<file path="src/rtl/param_accum_core.sv">
// param_accum_core
//
// Parametrised accumulator/carry/index-register processor core. Instructions
// are fetched one at a time over a request/valid handshake, then executed in
// a single cycle, so an instruction takes two cycles when memory answers
// immediately. The core holds an accumulator, a carry/borrow flag, NREGS
// index registers, a program counter and a registered output port.
//
// Instruction format: op = instr_data[7:4], operand n = instr_data[3:0].
// The index register selected by an instruction is n % NREGS.
//
// Optional feature macro: ACCUM_CORE_DAA_EN
//   defined   -> opcode F is a decimal adjust of the accumulator (DAA)
//   undefined -> opcode F is a NOP
//
// Parameters:
//   DATA_W  accumulator, index register and I/O width (>= 4)
//   NREGS   number of index registers (2..16)
//   PC_W    program counter / instruction address width
//
// Ports:
//   clk_1         in   1       clock, rising edge
//   reset         in   1       asynchronous active-low reset
//   instr_addr    out  PC_W    fetch address (the PC)
//   instr_req     out  1       fetch request, high throughout FETCH
//   instr_valid   in   1       instr_data valid; fetch completes on req & valid
//   instr_data    in   8       instruction byte
//   io_in         in   DATA_W  input port, sampled by RDR
//   io_out        out  DATA_W  output register, written by WRR
//   io_out_valid  out  1       one-cycle pulse when io_out is written
//   acc           out  DATA_W  accumulator
//   carry_out     out  1       carry/borrow flag
//   halted        out  1       high in the HALT state

module param_accum_core #(
    parameter int DATA_W = 4,
    parameter int NREGS  = 16,
    parameter int PC_W   = 12
) (
    input  logic              clk_1,
    input  logic              reset,
    output logic [PC_W-1:0]   instr_addr,
    output logic              instr_req,
    input  logic              instr_valid,
    input  logic [7:0]        instr_data,
    input  logic [DATA_W-1:0] io_in,
    output logic [DATA_W-1:0] io_out,
    output logic              io_out_valid,
    output logic [DATA_W-1:0] acc,
    output logic              carry_out,
    output logic              halted
);

    typedef enum logic [1:0] {
        ST_FETCH,
        ST_EXEC,
        ST_HALT
    } state_t;

    localparam logic [3:0] OP_NOP = 4'h0;
    localparam logic [3:0] OP_LDM = 4'h1;
    localparam logic [3:0] OP_LD  = 4'h2;
    localparam logic [3:0] OP_XCH = 4'h3;
    localparam logic [3:0] OP_ADD = 4'h4;
    localparam logic [3:0] OP_SUB = 4'h5;
    localparam logic [3:0] OP_INC = 4'h6;
    localparam logic [3:0] OP_CLB = 4'h7;
    localparam logic [3:0] OP_IAC = 4'h8;
    localparam logic [3:0] OP_RAL = 4'h9;
    localparam logic [3:0] OP_WRR = 4'hA;
    localparam logic [3:0] OP_RDR = 4'hB;
    localparam logic [3:0] OP_JZ  = 4'hC;
    localparam logic [3:0] OP_JMP = 4'hD;
    localparam logic [3:0] OP_HLT = 4'hE;
    localparam logic [3:0] OP_F   = 4'hF;

    state_t            state;
    state_t            state_nxt;

    logic [PC_W-1:0]   pc;
    logic [7:0]        ir;
    logic [DATA_W-1:0] acc_q;
    logic              carry_q;
    logic [DATA_W-1:0] regs [NREGS];

    logic [3:0]        op;
    logic [3:0]        n;
    logic [3:0]        reg_idx;
    logic [DATA_W-1:0] r_val;
    logic [PC_W-1:0]   pc_inc;
    logic [PC_W-1:0]   pc_jump;
    logic [DATA_W:0]   add_sum;
    logic [DATA_W:0]   sub_diff;
    logic [DATA_W:0]   inc_sum;
`ifdef ACCUM_CORE_DAA_EN
    logic [DATA_W:0]   daa_sum;
`endif

    logic [PC_W-1:0]   pc_nxt;
    logic [DATA_W-1:0] acc_nxt;
    logic              carry_nxt;
    logic              reg_we;
    logic [DATA_W-1:0] reg_wd;
    logic              io_we;

    // State register.
    always_ff @(posedge clk_1 or negedge reset) begin
        if (!reset) begin
            state <= ST_FETCH;
        end else begin
            state <= state_nxt;
        end
    end

    // Next-state logic: FETCH waits for the handshake, EXEC always takes one
    // cycle, HALT is left only through reset.
    always_comb begin
        state_nxt = state;
        case (state)
            ST_FETCH: if (instr_valid) state_nxt = ST_EXEC;
            ST_EXEC:  state_nxt = (op == OP_HLT) ? ST_HALT : ST_FETCH;
            ST_HALT:  state_nxt = ST_HALT;
            default:  state_nxt = ST_FETCH;
        endcase
    end

    assign op      = ir[7:4];
    assign n       = ir[3:0];
    assign reg_idx = 4'({28'd0, n} % NREGS);
    assign r_val   = regs[reg_idx];

    // Relative jumps are taken from the address of the following instruction
    // with a sign-extended 4-bit offset; both sums wrap modulo 2^PC_W.
    assign pc_inc  = pc + PC_W'(1);
    assign pc_jump = pc_inc + PC_W'($signed(n));

    // The extra top bit of each sum is the carry out (or the borrow for SUB,
    // since a negative difference sets it in two's complement).
    assign add_sum  = {1'b0, acc_q} + {1'b0, r_val} + (DATA_W+1)'(carry_q);
    assign sub_diff = {1'b0, acc_q} - {1'b0, r_val} - (DATA_W+1)'(carry_q);
    assign inc_sum  = {1'b0, acc_q} + (DATA_W+1)'(1);
`ifdef ACCUM_CORE_DAA_EN
    assign daa_sum  = {1'b0, acc_q} + (DATA_W+1)'(6);
`endif

    // Instruction decode: work out the architectural updates for the
    // instruction held in ir. They are only committed during EXEC.
    always_comb begin
        pc_nxt    = pc_inc;
        acc_nxt   = acc_q;
        carry_nxt = carry_q;
        reg_we    = 1'b0;
        reg_wd    = r_val;
        io_we     = 1'b0;
        case (op)
            OP_NOP: ;
            OP_LDM: acc_nxt = DATA_W'(n);
            OP_LD:  acc_nxt = r_val;
            OP_XCH: begin
                acc_nxt = r_val;
                reg_we  = 1'b1;
                reg_wd  = acc_q;
            end
            OP_ADD: {carry_nxt, acc_nxt} = add_sum;
            OP_SUB: {carry_nxt, acc_nxt} = sub_diff;
            OP_INC: begin
                reg_we = 1'b1;
                reg_wd = r_val + DATA_W'(1);
            end
            OP_CLB: begin
                acc_nxt   = '0;
                carry_nxt = 1'b0;
            end
            OP_IAC: {carry_nxt, acc_nxt} = inc_sum;
            OP_RAL: {carry_nxt, acc_nxt} = {acc_q, carry_q};
            OP_WRR: io_we = 1'b1;
            OP_RDR: acc_nxt = io_in;
            OP_JZ:  if (acc_q == '0) pc_nxt = pc_jump;
            OP_JMP: pc_nxt = pc_jump;
            OP_HLT: ;
            OP_F: begin
`ifdef ACCUM_CORE_DAA_EN
                // Carry is only ever set here, never cleared.
                if ((acc_q[3:0] > 4'd9) || carry_q) begin
                    acc_nxt = daa_sum[DATA_W-1:0];
                    if (daa_sum[DATA_W]) carry_nxt = 1'b1;
                end
`endif
            end
            default: ;
        endcase
    end

    // Datapath registers. The instruction byte is captured on the fetch
    // handshake; everything else changes only in EXEC. io_out_valid is
    // cleared every cycle so a WRR produces exactly one pulse.
    always_ff @(posedge clk_1 or negedge reset) begin
        if (!reset) begin
            pc           <= '0;
            ir           <= '0;
            acc_q        <= '0;
            carry_q      <= 1'b0;
            io_out       <= '0;
            io_out_valid <= 1'b0;
            for (int i = 0; i < NREGS; i++) begin
                regs[i] <= '0;
            end
        end else begin
            io_out_valid <= 1'b0;
            if ((state == ST_FETCH) && instr_valid) begin
                ir <= instr_data;
            end
            if (state == ST_EXEC) begin
                pc      <= pc_nxt;
                acc_q   <= acc_nxt;
                carry_q <= carry_nxt;
                if (reg_we) begin
                    regs[reg_idx] <= reg_wd;
                end
                if (io_we) begin
                    io_out       <= acc_q;
                    io_out_valid <= 1'b1;
                end
            end
        end
    end

    // The state register resets to FETCH, so the request is gated with reset
    // to keep it low while reset is held, without waiting for a clock edge.
    assign instr_req  = (state == ST_FETCH) && reset;
    assign instr_addr = pc;
    assign acc        = acc_q;
    assign carry_out  = carry_q;
    assign halted     = (state == ST_HALT);

endmodule

</file>
<file path="config.mk">
export PLATFORM = sky130hd
export DESIGN_NAME = param_accum_core
export DESIGN_NICKNAME = d
export VERILOG_FILES = /design/src/rtl/param_accum_core.sv
export SDC_FILE = /design/constraint.sdc
export NUM_CORES = 1
export LEC_CHECK = 0
export CELL_PAD_IN_SITES_DETAIL_PLACEMENT = 1
export CELL_PAD_IN_SITES_GLOBAL_PLACEMENT = 1
export CORE_MARGIN = 2
export CORE_UTILIZATION = 42
export CTS_CLUSTER_SIZE = 24
export DETAILED_ROUTE_END_ITERATION = 8
export HOLD_SLACK_MARGIN = 0.06
export PLACE_DENSITY = 0.78
export SYNTH_ARGS = -nofsm -noshare
export SYNTH_HDL_FRONTEND = slang
export SYNTH_SLANG_ARGS = --single-unit
</file>
<file path="constraint.sdc">
create_clock -name clk_1 -period 3.1 [get_ports clk_1]
set_clock_uncertainty 0.05 [all_clocks]
set_input_delay 0.62 -clock clk_1 [delete_from_list [all_inputs] [get_ports clk_1]]
set_output_delay 0.62 -clock clk_1 [all_outputs]
set_load 0.01 [all_outputs]
</file>
# Word-level counts from Yosys, hierarchy flattened
# Index checks and enable logic that the tools add are counted.
# classes
n_addsub,8
magnitude_cmp,2
n_eq_ne,17
muxes,18
n_bitwise,1
reduce_logical,13
# ops
cell,count
$bwmux W64,1
$pmux W4 S8,1
$eq A4 B4 Y1 const B,7
$pmux W12 S2,1
$bmux W4 S4,1
$demux W4 S4,1
$eq A4 B3 Y1 const B,4
$add A12 B1 Y12 const B,1
$add A12 B12 Y12,1
$mux W12,1
$mux W4,3
$eq A4 B2 Y1 const B,2
$pmux W4 S2,1
$reduce_and A2 Y1,4
$reduce_bool A8 Y1,1
$pmux W2 S3,1
$add A4 B1 Y5 const B,1
$add A4 B4 Y5,1
$add A5 B1 Y5,1
$ge A5 B5 Y1 const B,1
$lt A5 B1 Y1 const B,1
$not A4 Y5,1
$pmux W1 S5,1
$reduce_bool A5 Y1,1
other kinds (13),20
# totals
ff_bits,96
in_bits,15
output_inout_bits,24
elab_cells,82

# Longest topological paths before layout
# logic_depth
word_depth,7
depth_mapped,16

# Worst setup path after synthesis
# OpenSTA, ideal clock, no wires.
# synth_path
path_type,reg2reg
from,register ir[0]
to,"register acc_q[3], in the netlist acc[3]"
setup_time_ns,0.134
t_arrival_ns,3.201
required_ns,2.916
slack_ns,-0.285
path_stages_with_launch,17
n_path_buf,2
path_cell_list,dfrtp_1 -> buf_6 -> buf_6 -> mux4_2 -> a22o_1 -> a221oi_2 -> inv_1 -> fa_1 -> inv_1 -> ha_1 -> o21ai_0 -> nand3b_1 -> xor2_1 -> nand2_1 -> o21ai_0 -> a21oi_1 -> o22ai_1
# synth_between
elab_chain_cells,7
elab_cells_between_ends,9
# synth_lines
item,line_no,source
start: declaration,81,logic [7:0] ir;
start signal: assignment,211,ir <= instr_data;
$not A4 Y5 (implied by the code) *,130,assign r_val = regs[reg_idx];
$bmux W4 S4 *,130,
$mux W4 (implied by the code) * (2 in a row),130,
$sub A4 B4 Y5 / $add A4 B4 Y5 (equally long branches),"140, 139",
$sub A5 B1 Y5 / $add A5 B1 Y5 (equally long branches),"140, 139",
$pmux W4 S8 *,155,case (op)
end signal: assignment,215,acc_q <= acc_nxt;
end: declaration,82,logic [DATA_W-1:0] acc_q;
# Mark *: on every way between the ends. The rest lies on a longest branch, timed or not. The select of a mux whose other input is x is not followed.
# A chain may end at the register's enable or synchronous reset.

# Final worst setup path
# Same ends and word-level chain as after synthesis.

==> run summary <==
Outcome
• finished, violations left — result of the run
• setup timing — failing checks

Routing
• 483 — starting DRC count in detailed routing
• 20.2 µm — detailed-route wire length per cell
• 17.5 mm — wirelength, routed
• 0 — # DRC
• 5039 — overall via count from detail_route
• 4 — Pre-Repair DR Iteration Count
• 5.82 — number of vias per cell
• 0 — post-detailed-route count of antenna-violating nets

Floorplanning
• 14700 µm² — die area
• 39 — number of placed I/O pins
• 121 µm — Die Y
• 13300 µm² — area inside the core boundary
• 121 µm — width of the die
• 0.432 — Initial Utilization
• 42 — Core Rows

STA
• -0.322 ns — least setup slack across all paths after layout
• 0.651 ns — slew of the pin with the lowest slew margin
• 0.341 ns — final worst hold slack
• 3.42 ns — shortest clock period the worst path allows after layout
• 0 — number of max-slew violations in the final report
• 1.10 — Period Utilization, post-route
• 0.566 — remaining max-slew budget at the tightest pin
• yes — RSZ-0062 raised after global routing
• 5 — setup violation total in the final timing report
• 292 MHz — fmax
• 0 — final hold violation count

Synth
• dfrtp_1 — commonest register cell after synthesis
• 96 — total of flip-flops plus latches after synthesis
• 0.417 — portion of synthesized cell area occupied by the leading cell type
• dfrtp_1 — most repeated cell in the gate-level netlist after synthesis
• 653 — Net Count, Synth
• 96 x dfrtp_1, 72 x nand2_1, 72 x nor2_1 — Post-synth top cells
• dfrtp_1 42%, mux4_2 6.6%, ha_1 5.2%, o21ai_0 4.8%, nand2_1 4.7% — top post-synthesis cells by area
• 0 — number of warnings reported in the yosys synthesis log
• 5770 µm² — post-synthesis cell area
• 9.47 µm² — average cell area after synthesis
• dfrtp_1 — Yosys top cell by area
• 0 — number of synthesized flops with an enable pin
• 1.00 — share of synthesized registers carrying an async set or reset
• 609 — Gate Count Post-Synth
• 0.417 — post-synthesis sequential area ratio
• 53 — number of different library cells in the post-synthesis netlist

Critical path
• 5 — Crit Path Max Fanout
• reg2reg — worst setup path category
• 3.59 ns — data arrival time of the critical path
• flop — endpoint class of the critical path
• 15 — Worst Reg-to-Reg Cells
• flop — startpoint type of the worst setup path
• 3.27 ns — Critical Path RT

Finish
• 0.530 — final standard cell utilization of the core
• 1535 — number of filler cells placed in the layout
• 0.187 — fraction of final layout cells with drive strength greater than 1
• 866 — post-route insts no fill
• 730 — Post-layout nets
• 0 — number of antenna cells inserted
• 22.6% — Synth-to-Final Area Change

Place
• 850 — Inst Count DP
• -0.278 ns — Setup WS pre-CTS
• 12.4 mm — placed wire-length estimate after detailed placement
• 0.880 — final weighted congestion in routability-driven placement
• 38 — count of buffers from port buffering

GRT
• 0.423 — met2 usage in global routing
• 0.250 — overall routing resource usage
• 0 — antenna violations before repair
• 53 — maximum number of pins on one net before global-route repair
• 5405 — vias in the first global route
• 0.321 — Global Route met1 Usage
• met2 — GR peak layer
• 0 — total congestion overflow
• 28.2 mm — global-route wire length before repair
• 0.0484 — met3 track demand over resource in global routing

CTS
• 2 — clk buf depth
• clkbuf_16 — clock root buffer
• 0.36 ns — clock insertion delay at the later pin of the skew report
• 96 — clk sink count
• 0.07 ns — clock transition at the register clock pins on the worst setup and hold paths after CTS
• 9 — total CTS buffers
• 3 — Clock H-tree levels
• done — CTS tree

Run
• 0 — number of maximum-capacitance constraint violations

Power
• 3.09 nW — Lkg Pwr
• 0.431 mV — Max VDD drop
• 1020 nW/µm² — Power per Cell Area
• 7.21 mW — Tot Pwr

Min path
• in2async — Hold Crit Class

critical path, cell delays in order (launching register included):
cell	delay [ns]
dfrtp_2	0.43
buf_6	0.12
mux4_2	0.48
a22o_1	0.24
a221oi_4	0.25
inv_2	0.10
fa_2	0.61
inv_1	0.07
ha_2	0.17
o21ai_1	0.12
nand3b_1	0.10
xor2_1	0.15
nand2_1	0.07
o21ai_1	0.06
a21oi_1	0.18
o22ai_1	0.10
metrics by stage:
stage	setup TNS (ns)	cell area, µm²
after detailed placement	-0.964	6690
after floorplan	-0.737	5780
after global routing	-3.15	7070
final	-1.09	7070
after global placement	-0.585	6690
after CTS	-0.656	7010
state kept, by name (all words and copies together) (netlist names):
| name | count |
|---|---|
| carry_out | 1 |
| instr_addr | 12 |
| io_out | 4 |
| acc | 4 |
| state | 2 |
| ir | 8 |
| regs | 64 |
| io_out_valid | 1 |
layout make-up:
| type | instances | area [µm²] | share of cell area |
|---|---|---|---|
| inverter | 19 | 71.3 | 0.0101 |
| tap | 176 | 220 | 0.0311 |
| clock inverter | 4 | 55.1 | 0.00778 |
| multi-input combinational | 465 | 3240 | 0.458 |
| timing repair buffer | 95 | 842 | 0.119 |
| clock buffer | 11 | 243 | 0.0343 |
| sequential | 96 | 2400 | 0.340 |
cells in the final DEF (no fill, tap or decap), drive strengths merged, types with 3 or more instances in the layout:
cell,count
dfrtp,96
nand2,72
nor2,72
a21oi,62
buf,58
o21ai,56
clkdlybuf4s50,37
ha,24
inv,19
mux4,17
xnor2,16
nand3,14
nor2b,11
clkbuf,11
xor2,10
a21o,9
mux2,8
nor3,8
nor3b,6
or3,6
nand2b,6
a31oi,6
o211ai,5
a22oi,5
fa,5
a22o,4
o31ai,4
o22ai,4
and2,4
nand4,3
a221oi,3
logic make-up after synthesis:
group,Yosys count,synth area share
adders and majority gates,29,0.0694
and+or+nand+nor,209,0.163
muxes,27,0.0855
DFF,96,0.417
AOI/OAI and AO/OA,174,0.190
xor gates and xnor gates,26,0.0395
buffers and inverters,48,0.0360
report_power, final:
group | switching, mW | internal [mW] | total, mW
logic | 2.21 | 1.88 | 4.09
clock network | 0.497 | 0.646 | 1.14
registers | 0.412 | 1.56 | 1.97
per-layer routing:
| metal | wire (µm) | vias up |
|---|---|---|
| met1 | 7790 | 2579 |
| met2 | 8710 | 112 |
| met5 | 0 | - |
| met4 | 393 | 0 |
| met3 | 626 | 32 |
| li1 | - | 2316 |
path summary, 6_finish.rpt:
path / from / to / slack, ns
hold / removal: reset / acc[2] / 0.34
min in group clk_1: instr_addr[11] / instr_addr[11] / 0.42
setup / recovery: ir[0] / acc[3] / -0.32
hold reg to reg: instr_addr[11] / instr_addr[11] / 0.42
max in group asynchronous: reset / ir[0] / 1.52
setup reg to reg: ir[0] / acc[3] / -0.32
what timing repair did:
item	in CTS	in global routing
endpoints found under the setup margin	5	39
buffers inserted	0	1
gates resized for setup	9	12
hold buffers	0	0
pin swaps	9	8
endpoints found under the hold margin	0	0
No activity file was read; power rests on OpenSTA's default activity.
